**src/rtl/init_fill.sv**
```systemverilog
// init_fill: walks addresses 0..DEPTH-1 once per request and writes a
// mode-selected pattern into up to NUM_CH memory banks in parallel.
//
// Ports:
//   clk       clock, all state on rising edge
//   rst       asynchronous, active-high reset
//   en        start request (IDLE); run qualifier in FILL when
//             INIT_FILL_PAUSE_EN is defined
//   mode      pattern select, captured at start
//               0 identity, 1 descending, 2 constant, 3 cnt ^ fill_val
//   fill_val  constant / xor operand, captured at start
//   ch_mask   banks to write, captured at start
//   rdy       high = idle, ready to accept en
//   addr      shared write address
//   wrdata    shared write data
//   wren      per-bank write enable
//
// Optional feature macro: INIT_FILL_PAUSE_EN
//   defined   : en=0 during FILL stalls the walk (wren=0, addr/wrdata held)
//   undefined : en is ignored during FILL
//
// state  | meaning
// S_RST  | in or just out of reset, all outputs 0
// S_IDLE | rdy=1, waiting for en
// S_FILL | walking the address range, one word per active cycle

module init_fill #(
   parameter int ADDR_W = 8,
   parameter int DATA_W = 8,
   parameter int DEPTH  = 256,
   parameter int NUM_CH = 1
) (
   input  logic              clk,
   input  logic              rst,
   input  logic              en,
   input  logic [1:0]        mode,
   input  logic [DATA_W-1:0] fill_val,
   input  logic [NUM_CH-1:0] ch_mask,
   output logic              rdy,
   output logic [ADDR_W-1:0] addr,
   output logic [DATA_W-1:0] wrdata,
   output logic [NUM_CH-1:0] wren
);

   localparam logic [1:0] S_RST  = 2'd0;
   localparam logic [1:0] S_IDLE = 2'd1;
   localparam logic [1:0] S_FILL = 2'd2;

   localparam logic [ADDR_W-1:0] LAST = ADDR_W'(DEPTH - 1);

   logic [1:0]        state;
   logic [ADDR_W-1:0] cnt;
   logic [1:0]        mode_q;
   logic [DATA_W-1:0] fill_q;
   logic [NUM_CH-1:0] mask_q;
   // act_q: the word currently on addr is a real write (not a stall cycle).
   // It is kept separately from wren because ch_mask may be 0.
   logic              act_q;
   logic [ADDR_W-1:0] cnt_nxt;
   logic              last;
   logic              run;

   function automatic logic [DATA_W-1:0] pattern(
      input logic [1:0]        m,
      input logic [DATA_W-1:0] f,
      input logic [ADDR_W-1:0] c
   );
      logic [31:0]       c32;
      logic [31:0]       d32;
      logic [DATA_W-1:0] res;
      c32 = 32'(c);
      d32 = 32'(DEPTH - 1) - c32;
      case (m)
         2'd0:    res = DATA_W'(c32);
         2'd1:    res = DATA_W'(d32);
         2'd2:    res = f;
         default: res = DATA_W'(c32) ^ f;
      endcase
      return res;
   endfunction

   // After a stall the held address has not been written yet, so the
   // counter only advances past a word that was actually written.
   assign cnt_nxt = act_q ? cnt + ADDR_W'(1) : cnt;
   assign last    = act_q && (cnt == LAST);

`ifdef INIT_FILL_PAUSE_EN
   assign run = en;
`else
   assign run = 1'b1;
`endif

   assign addr = cnt;

   always_ff @(posedge clk or posedge rst) begin
      if (rst) begin
         state  <= S_RST;
         rdy    <= 1'b0;
         cnt    <= '0;
         wrdata <= '0;
         wren   <= '0;
         act_q  <= 1'b0;
         mode_q <= 2'd0;
         fill_q <= '0;
         mask_q <= '0;
      end else begin
         case (state)
            S_RST: begin
               state <= S_IDLE;
               rdy   <= 1'b1;
            end
            S_IDLE: begin
               if (en) begin
                  state  <= S_FILL;
                  rdy    <= 1'b0;
                  mode_q <= mode;
                  fill_q <= fill_val;
                  mask_q <= ch_mask;
                  cnt    <= '0;
                  act_q  <= 1'b1;
                  wrdata <= pattern(mode, fill_val, '0);
                  wren   <= ch_mask;
               end
            end
            S_FILL: begin
               if (last) begin
                  state  <= S_IDLE;
                  rdy    <= 1'b1;
                  cnt    <= '0;
                  act_q  <= 1'b0;
                  wrdata <= '0;
                  wren   <= '0;
               end else if (run) begin
                  cnt    <= cnt_nxt;
                  act_q  <= 1'b1;
                  wrdata <= pattern(mode_q, fill_q, cnt_nxt);
                  wren   <= mask_q;
               end else begin
                  // stall: wrdata keeps its last value
                  cnt    <= cnt_nxt;
                  act_q  <= 1'b0;
                  wren   <= '0;
               end
            end
            default: begin
               state  <= S_IDLE;
               rdy    <= 1'b1;
               cnt    <= '0;
               act_q  <= 1'b0;
               wrdata <= '0;
               wren   <= '0;
            end
         endcase
      end
   end

endmodule

```
**config.mk**
```make
export PLATFORM = sky130hd
export DESIGN_NAME = init_fill
export DESIGN_NICKNAME = d
export VERILOG_FILES = /design/src/rtl/init_fill.sv
export SDC_FILE = /design/constraint.sdc
export NUM_CORES = 1
export LEC_CHECK = 0
export CORE_ASPECT_RATIO = 2
export CORE_MARGIN = 2
export CORE_UTILIZATION = 45
export DETAILED_ROUTE_END_ITERATION = 12
export GPL_ROUTABILITY_DRIVEN = 0
export PLACE_DENSITY = 0.76
export SLEW_MARGIN = 5
export SYNTH_ARGS = -nofsm -noshare
export SYNTH_HDL_FRONTEND = slang
export SYNTH_SLANG_ARGS = --single-unit
```
**constraint.sdc**
```tcl
create_clock -name clk -period 1.6 [get_ports clk]
set_input_delay 0.32 -clock clk [delete_from_list [all_inputs] [get_ports clk]]
set_output_delay 0.32 -clock clk [all_outputs]
set_load 0.02 [all_outputs]
```
==> results.tsv <==
stage	metric	value	unit
logic_synthesis	Synth async-reset ratio	100	%
detailed_routing	Total Wirelength	5270	um
pwr	Peak VDD IR	0.535	mV
hold_path	Hold/Removal Path Class	primary input to asynchronous set/reset pin	
critical_path	CP Capture Type	flop	
sta	period utilisation layout	102	%
final_layout	final net count	283	
pwr	switching pwr	0.349	mW
logic_synthesis	flops & latches, synth	31	
clock_network	CTS H-tree depth	2	
detailed_routing	first-pass iteration count of the detailed router	6	
critical_path	worst-path maximum fanout	5	
clock_network	Clk pin slew, worst setup/hold paths	0.07	ns
critical_path	Critical Path RT	1.84	ns
sta	unrepaired setup endpoints after global routing	yes	
critical_path	critical path's largest stage delay	0.43	ns
critical_path	CP cell instances	ha_4 -> buf_6 -> nand4_1 -> o21a_1 -> nand3_4 -> nor4bb_1 -> a221o_1	
final_layout	share of layout cells above drive strength 1	34.6	%
logic_synthesis	number of flops mapped to enable cells by yosys	0	
logic_synthesis	synth unique cells	42	
pwr	clock network power share	45.0	%
detailed_routing	routed length per placed instance	16.6	um
logic_synthesis	Syn Nets	219	
placed_design	half-perimeter wire length after placement	3680	um
logic_synthesis	Mapped Area	1850	um^2
floorplan	Initial Util	46.2	%
logic_synthesis	sequential-to-total area share from yosys stat	41.9	%
floorplan	core area	4010	um^2
logic_synthesis	yosys warns	0	
global_routing	Tot GR Track Use	23.4	%
clock_network	Clock Path Buffers	2	
sta	final setup violation count	3	
detailed_routing	Remaining DRCs	0	
detailed_routing	via count	1770	
detailed_routing	Initial DRC Count	46	
sta	max-slew violations	0	
global_routing	via count of the first global-routing pass	1809	
pwr	pwr dens	576	nW/um^2
final_layout	# diodes	0	
detailed_routing	antenna viol nets, final	0	
run_status	failing checks	negative setup slack	
critical_path	Crit Path Category	flop to flop	
clock_network	clock sink total	31	
critical_path	Worst setup SP type	flop	
floorplan	chip height	94.7	um
clock_network	Clk Tree Root Cell	clkbuf_8	
global_routing	grt ovf	0	
floorplan	die width	49.3	um
global_routing	pin count of the biggest net entering global routing	32	
logic_synthesis	Syn Inst Count	201	
sta	hold slack final	0.415	ns
run_status	outcome	finished with violations	
placed_design	port bufs	31	
pwr	Pleak	1.32	nW
clock_network	hold_buf cts	0	
sta	max frequency	0.613	GHz
final_layout	area grow syn2layout	47.0	%
final_layout	Fillers	337	
sta	Final Hold Viols	0	
sta	PnR worst setup slack	-0.0321	ns
clock_network	clock buffer count from CTS	5	
job	total of max-cap violations	0	
sta	Tmin final	1.63	ns
pwr	internal power	1.22	mW
pwr	Logic pwr share	5.0	%
global_routing	first-pass GRT wire length	8200	um
critical_path	WP data arrival	1.87	ns
logic_synthesis	syn_area_per_cell	9.20	um^2
clock_network	insertion delay to the later sink of the worst-skew pair	0.29	ns
sta	Slew headroom	72.4	%
sta	Layout Skew	0.00510	ns
detailed_routing	Vias/cell	5.57	
critical_path	Critical Path Slowest Stage Cell	dfrtp_2	
logic_synthesis	most common flop cell mapped by yosys	dfrtp_1	
final_layout	final core utilization	67.9	%
global_routing	initial antenna violation count	0	
sta	Slew @ Worst Pin	0.415	ns
floorplan	Die ar.	4670	um^2
pwr	sequential share of power	50.0	%
floorplan	I/O Pins	32	
floorplan	Site Rows	33	
pwr	switching part of the total power	22.3	%
clock_network	CTS tree	done	
==> routing by layer <==
metal	up-vias	track usage, %	wire length (um)
met1	855	25.3	2030
met2	58	42.1	2830
met5	-	0	0
met3	19	3.96	220
li1	838	-	-
met4	0	13.3	198
==> final timing paths <==
kind                            from   endpoint  cells past startpoint  slack [ns]
setup / recovery             addr[0]  wrdata[1]                      7       -0.03
hold / removal                   rst    addr[5]                      3        0.41
setup reg to reg             addr[0]  wrdata[1]                      7       -0.03
hold reg to reg            wrdata[5]  wrdata[5]                      2        0.49
max in group asynchronous        rst    addr[0]                      3        0.85
min in group clk           wrdata[5]  wrdata[5]                      2        0.49
==> cells in the final DEF (no fill, tap or decap), types with 3 or more instances in the layout <==
cell type and count:
o21ai_0 6, o21ai_2 3, nand3_1 4, mux2_2 11, dlygate4sd2_1 12, dfrtp_1 26
inv_1 8, buf_4 33, clkbuf_8 7, nand2_1 28, nor3_1 6, o21ai_1 4
dfrtp_2 5, a21oi_1 19, clkdlybuf4s50_1 17, nor2_1 12, mux2i_1 3, xnor2_1 7
o31ai_2 3
==> power groups by stage <==
stage                     Sequential [mW]  Clock [mW]  Combinational [mW]
after detailed placement            0.798           0              0.0768
after global routing                0.783       0.747              0.0859
after floorplan                     0.798           0              0.0245
final                               0.783       0.705              0.0784
after CTS                           0.783       0.711              0.0774
after global placement              0.798           0              0.0766
==> synth_stat cells, drive strengths merged, types with 2 or more instances <==
cell	n	area [um^2]
nand2b	4	25.0
dfrtp	31	776
mux2i	3	30.0
o21a	2	15.0
nor3	7	35.0
mux2	11	124
nor2b	2	12.5
nand3	6	35.0
or3	2	17.5
buf	6	47.5
a21o	2	16.3
o22ai	2	12.5
o31ai	5	37.5
o21ai	13	65.1
inv	8	30.0
a21oi	20	104
clkbuf	5	18.8
xnor2	9	78.8
nor2	14	52.6
a22o	3	27.5
nand2	29	109
ha	4	50.1
nand4	4	46.3
==> registers in the layout, summed over array words and instances (netlist names) <==
register / flops
mask_q: 1
state: 2
fill_q: 8
addr: 8
act_q: 1
mode_q: 2
wren: 1
wrdata: 8
==> cells by family (layout without fill, tap and decap cells) <==
kind of cell / Yosys count / count (layout) / share of synthesized area [%]
DFF: 31 / 31 / 41.9
xor gates and xnor gates: 9 / 9 / 4.26
adders and majority gates: 4 / 4 / 2.71
buffers and inverters: 19 / 84 / 5.21
and+or+nand+nor: 73 / 73 / 20.2
AOI/OAI and AO/OA: 51 / 51 / 17.3
muxes: 14 / 14 / 8.32
==> layout make-up <==
class | count | area, um^2 | area share, %
multi-input cells | 151 | 1130 | 41.6
inverters | 8 | 30.0 | 1.10
flip-flops and latches | 31 | 782 | 28.8
repair buffers | 68 | 611 | 22.5
well taps | 52 | 65.1 | 2.39
clock buffers | 8 | 100 | 3.68
==> critical path, delay by kind of cell (launching register included) <==
kind            cells  cell delay (ns)
compound gates      2             0.37
simple gates        3             0.51
fa+ha+maj           1             0.17
flops               1             0.43
buf+inv             1             0.11
==> metrics by stage <==
stage	setup WS, ns	instance area, um^2	cells	total power [mW]	TNS [ns]
after global placement	-0.199	2480	308	0.875	-2.03
after global routing	-0.0924	2720	318	1.62	-0.447
final	-0.0321	2720	318	1.57	-0.0824
after floorplan	-0.0410	1890	201	0.823	-0.0410
after detailed placement	-0.241	2480	308	0.875	-2.59
after CTS	-0.0184	2620	317	1.57	-0.0184
==> repair_timing <==
item / in CTS / in global routing
buffers inserted: 1 / 1
setup endpoints to repair: 21 / 18
pin swaps: 7 / 4
resized for setup: 23 / 23
(Power assumes the default switching activity.)
